[src/rtl/lfsr_burst_ctrl.sv]
// lfsr_burst_ctrl: command-driven burst generator around a Fibonacci LFSR.
// Each accepted command loads a seed and then streams LEN successive LFSR
// states over a valid/ready port. A normal finish is marked by a one-cycle
// done pulse, and an abort is marked by a one-cycle aborted pulse.
// Optional feature macro: LFSR_SIG_EN adds a MISR signature output sig that
// compacts every transferred beat.
module lfsr_burst_ctrl #(
   parameter int                 WIDTH        = 4,
   parameter logic [WIDTH-1:0]   TAP_MASK     = 4'b1100,
   parameter logic [WIDTH-1:0]   DEFAULT_SEED = 4'hF,
   parameter int                 LEN_W        = 8
) (
   input  logic               clk,
   input  logic               reset,
   input  logic               cmd_valid,
   output logic               cmd_ready,
   input  logic [WIDTH-1:0]   cmd_seed,
   input  logic [LEN_W-1:0]   cmd_len,
   input  logic               abort,
   output logic               out_valid,
   input  logic               out_ready,
   output logic [WIDTH-1:0]   out_data,
   output logic               busy,
   output logic               done,
   output logic               aborted
`ifdef LFSR_SIG_EN
   ,
   output logic [WIDTH-1:0]   sig
`endif
);

   typedef enum logic [1:0] {
      IDLE = 2'd0,
      RUN  = 2'd1,
      DONE = 2'd2,
      ABRT = 2'd3
   } state_t;

   localparam logic [LEN_W-1:0] LEN_ONE  = {{(LEN_W-1){1'b0}}, 1'b1};
   localparam logic [LEN_W-1:0] LEN_ZERO = {LEN_W{1'b0}};
   localparam logic [WIDTH-1:0] Q_ZERO   = {WIDTH{1'b0}};

   // One Fibonacci step: shift left and feed back the parity of the tapped bits.
   function automatic logic [WIDTH-1:0] lfsr_step(input logic [WIDTH-1:0] v);
      return {v[WIDTH-2:0], ^(v & TAP_MASK)};
   endfunction

   state_t             state_r;
   state_t             state_next_s;
   logic [WIDTH-1:0]   q_r;
   logic [LEN_W-1:0]   len_r;
   logic [LEN_W-1:0]   cnt_r;
   logic               accept_s;
   logic               beat_s;
   logic               last_beat_s;

   // Outputs are decoded from the registered state only. cmd_ready is also
   // held low while reset is asserted.
   assign cmd_ready   = (state_r == IDLE) && !reset;
   assign out_valid   = (state_r == RUN);
   assign out_data    = q_r;
   assign busy        = (state_r != IDLE);
   assign done        = (state_r == DONE);
   assign aborted     = (state_r == ABRT);

   assign accept_s    = cmd_valid && cmd_ready;
   assign beat_s      = out_valid && out_ready;
   assign last_beat_s = (cnt_r == (len_r - LEN_ONE));

   // State register.
   always_ff @(posedge clk) begin
      if (reset) begin
         state_r <= IDLE;
      end else begin
         state_r <= state_next_s;
      end
   end

   // Next-state logic. In RUN, abort takes priority over the final beat.
   always_comb begin
      state_next_s = state_r;
      case (state_r)
         IDLE: begin
            if (accept_s) begin
               state_next_s = (cmd_len != LEN_ZERO) ? RUN : DONE;
            end else begin
               state_next_s = IDLE;
            end
         end
         RUN: begin
            if (abort) begin
               state_next_s = ABRT;
            end else if (beat_s && last_beat_s) begin
               state_next_s = DONE;
            end else begin
               state_next_s = RUN;
            end
         end
         DONE:    state_next_s = IDLE;
         ABRT:    state_next_s = IDLE;
         default: state_next_s = IDLE;
      endcase
   end

   // LFSR and beat counter. A load happens on command accept, and a step
   // happens on every transferred beat. A beat that coincides with abort still
   // counts as transferred.
   always_ff @(posedge clk) begin
      if (reset) begin
         q_r   <= DEFAULT_SEED;
         len_r <= LEN_ZERO;
         cnt_r <= LEN_ZERO;
      end else if (accept_s) begin
         q_r   <= (cmd_seed == Q_ZERO) ? DEFAULT_SEED : cmd_seed;
         len_r <= cmd_len;
         cnt_r <= LEN_ZERO;
      end else if (beat_s) begin
         q_r   <= lfsr_step(q_r);
         cnt_r <= cnt_r + LEN_ONE;
      end else begin
         q_r   <= q_r;
         cnt_r <= cnt_r;
      end
   end

`ifdef LFSR_SIG_EN
   logic [WIDTH-1:0] sig_r;
   assign sig = sig_r;

   // MISR signature. It clears on command accept and folds in each beat's
   // data, so it holds steady from done until the next accept.
   always_ff @(posedge clk) begin
      if (reset) begin
         sig_r <= Q_ZERO;
      end else if (accept_s) begin
         sig_r <= Q_ZERO;
      end else if (beat_s) begin
         sig_r <= lfsr_step(sig_r) ^ out_data;
      end else begin
         sig_r <= sig_r;
      end
   end
`endif

endmodule

[config.mk]
export PLATFORM = sky130hd
export DESIGN_NAME = lfsr_burst_ctrl
export DESIGN_NICKNAME = d
export VERILOG_FILES = /design/src/rtl/lfsr_burst_ctrl.sv
export SDC_FILE = /design/constraint.sdc
export NUM_CORES = 1
export LEC_CHECK = 0
export BUFFER_PORTS_ARGS = -buffer_cell sky130_fd_sc_hd__buf_2
export CORE_MARGIN = 1
export CORE_UTILIZATION = 53
export DETAILED_ROUTE_END_ITERATION = 8
export GPL_TIMING_DRIVEN = 1
export PLACE_DENSITY_LB_ADDON = 0.15
export SKIP_LAST_GASP = 1
export SYNTH_ARGS = -nofsm -noshare
export SYNTH_HDL_FRONTEND = slang
export SYNTH_SLANG_ARGS = --single-unit
export TNS_END_PERCENT = 30
[constraint.sdc]
create_clock -name clk -period 2.3 [get_ports clk]
set_input_delay 0.23 -clock clk [delete_from_list [all_inputs] [get_ports clk]]
set_output_delay 0.23 -clock clk [all_outputs]
set_load 0.005 [all_outputs]
==> summary.md <==
| Metric | Value |
|---|---|
| GRT Residual Overflow | 0 |
| Max stage delay on crit path | 0.44 ns |
| Global-route wire length before repair | about 4.2 mm |
| Die X | between 50 and 60 um |
| Hold Buf Count CTS | 0 |
| Area leader, netlist | dfxtp_1 |
| Most common cell after layout, fill and taps aside | buf_2 |
| P&R area growth vs syn | 14.1% |
| Post_cts resized | 0 |
| Initial core utilization | between 50% and 60% |
| Mapped Area | between 0.001 and 0.0015 mm2 |
| Slowest CP cell | dfxtp_1 |
| Final Hold Vio Count | 0 |
| WHS Path Cells | 3 |
| Die height | 50.8 um |
| Post-synth top area share | between 30% and 40% |
| DRC violations left | 0 |
| CP Class | register to register |
| Total chip power | 0.000818 W |
| TritonCTS clock tree | built |
| Max Transition Viols Final | 0 |
| Layout Skew | 0.00239 ns |
| Fill count | about 210 |
| Fmax | between 500 and 600 MHz |
| Total number of vias | between 1000 and 1500 |
| Worst Setup End Kind | register |
| WL/cell | between 10 and 15 um |
| Critical Path RT | 2.51 ns |
| Post-route ant nets | 0 |
| Reg2reg setup slack | roughly 0.33 ns |
| Fin Setup TNS | 0 ns |
| Ys Warns | 0 |
| Logic gate share of total power | 20.7% |
| CP bufs+invs | 1 |
| Number of synthesized flops with an enable pin | 0 |
| CP arrival | around 2.2 ns |
| I/O Buffers | 25 |
| LEAKAGE | around 0.57 nW |
| Sequential Power Share | between 50% and 60% |
| Share of layout cells above drive strength 1 | 25.0% |
| Maxcap violations | 0 |
| Async S/R FF share, synth | 0% |
| Distinct cells, synth | 39 |
| Drt pass-1 iters | 4 |
| Synthesized Nets | 166 |
| Syn Area/Cell | 8.57 um2 |
| CP startpoint kind | register |
| Vias per cell | roughly 5.6 |
| Setup Buffers After CTS | 0 |
| Hold Crit Class | primary input to register |
| CP Depth | 7 |
| Initial antenna violation count | 0 |
| Total detailed-routing wirelength | 2.58 mm |
| Number of global-route vias before repair | 1002 |
| Seq/Total Area, Yosys | a little over a third |
| # rows | 17 |
| Clk pwr share | approximately a quarter |
| Minimum clock period | 1.97 ns |
| Maximum fanout along the worst path | 6 |
| Dpl hpwl | around 1.9 mm |
| Diodes inserted | 0 |
| Top area cells in the synthesized netlist | dfxtp_1 35%, o21ai_0 6.4%, xnor2_1 6.3% |
| Commonest cells after routing, fill and taps aside | 25 x buf_2, 22 x dfxtp_1, 17 x nand2_1, 16 x o21ai_0 |
| Worst-path clk slew | approximately 0.13 ns |
| Post-Synthesis Cells | 147 |
| Endpoints failing setup | 0 |
| Synth Flop Type | dfxtp_1 |
| R2r worst-path depth | 7 |
| Bufs on Longest Clock Path | 2 |
| Switch share | roughly 28% |
| Slew headroom | a little under three quarters |
| CP top delay family | compound AO/OA/AOI/OAI gates |
| GRT Overall Usage | 21.6% |
| Die area | around 0.0026 mm2 |
| Final GP Congestion | ~0.87 |
| Core ar. | ~0.0022 mm2 |
| Ports | 26 |
| Sink Count | 22 |
| Pin count of the biggest net entering global routing | 19 |
| Max VDD drop | 354 uV |
| Maximum level of the CTS H-tree | 1 |
| Iter 0 DRT Violations | 19 |
| Status | finished, final reports clean |
| #FFs+latches synth | 22 |
| Pwr Density | 569 mW/mm2 |
| Cell Int Power | approximately 0.00059 W |
| Number of buffers created by CTS | 3 |
| Unrepaired setup endpoints after global routing | false |
| Worst-Margin Slew | 0.432 ns |
| Worst-path cell chain | inv_1, ha_1, nor3b_2, xnor2_1, nor4_2, o211ai_1, o31a_1 |
| Nets | approximately 190 |
| NetSw | between 0.0002 and 0.00025 W |
| Skew-Pair Late Insertion Delay | ~0.30 ns |
| Tcrit/Tclk final | a little under nine tenths |
| Root buffer cell | clkbuf_4 |
==> cell type report <==
type | count | area, um2 | area share, %
multi-input combinational | 117 | 778 | 54.1
sequential | 22 | 440 | 30.6
timing repair buffer | 27 | 140 | 9.75
clock buffer | 4 | 36.3 | 2.52
tap | 28 | 35.0 | 2.44
inverter | 2 | 7.51 | 0.522
==> power by group through the flow <==
stage	logic [W]	registers (W)	clock network, W
floorplan	0.000124	0.000433	0
global placement	0.000165	0.000439	0
detailed placement	0.000169	0.000440	0
CTS	0.000170	0.000431	0.000222
global route	0.000189	0.000434	0.000235
finish	0.000169	0.000432	0.000216
==> registers in the layout (all words and copies together) (netlist names) <==
register and flops:
out_data 4, cnt_r 8, state_r 2, len_r 8
==> worst paths after layout <==
path,start,to
max,len_r[0]$_SDFFE_PP0P_,state_r[0]$_SDFF_PP0_
min,cmd_len[2],len_r[2]$_SDFFE_PP0P_
max reg2reg,len_r[0]$_SDFFE_PP0P_,state_r[0]$_SDFF_PP0_
min reg2reg,len_r[7]$_SDFFE_PP0P_,len_r[7]$_SDFFE_PP0P_
==> metrics by stage <==
stage               hold slack (ns)  instance area (um2)  setup WS, ns  util (%)  instances
global route                  0.125                 1440         0.200      64.4        200
CTS                           0.120                 1440         0.325      64.4        200
detailed placement            0.447                 1400         0.352      62.7        196
global placement              0.435                 1400         0.426      62.7        196
finish                        0.122                 1440         0.330      64.4        200
floorplan                     0.338                 1260         0.527         -        147
==> metal layers <==
layer  up-vias  GRT usage, %  part of all wire (%)
met5         -             0                     0
met4         0          6.48                  0.35
met3         2          3.64                   3.6
met2        24          36.7                    47
met1       521          27.9                    49
li1        568             -                     -
==> cell families (layout without fill, tap and decap cells) <==
logic type	count (synthesis)	after routing	share of synthesized area, %
buf+inv	8	33	3.28
mux	1	1	0.794
xor+xnor	18	18	12.5
fa+ha+maj	2	2	1.99
simple gates	64	64	31.4
flops	22	22	35.0
compound gates	32	32	15.1
==> Yosys cell counts, drive strengths merged (2+ instances only) <==
master	n
or4	2
dfxtp	22
ha	2
nor2b	3
nand2b	6
nor2	8
clkbuf	2
or2	3
buf	4
o31ai	3
xnor2	9
o21ai	16
nor3	2
nand2	17
inv	2
nor3b	3
nand4b	4
nor4	4
a21oi	6
xor2	9
or3	2
nand4	4
and2b	2
==> worst register-to-register path, stage by stage (launching register included) <==
cell	delay, ns
dfxtp_1	0.44
inv_1	0.09
ha_1	0.29
nor3b_2	0.19
xnor2_1	0.14
nor4_2	0.26
o211ai_1	0.17
o31a_1	0.30
(Power assumes the default switching activity.)
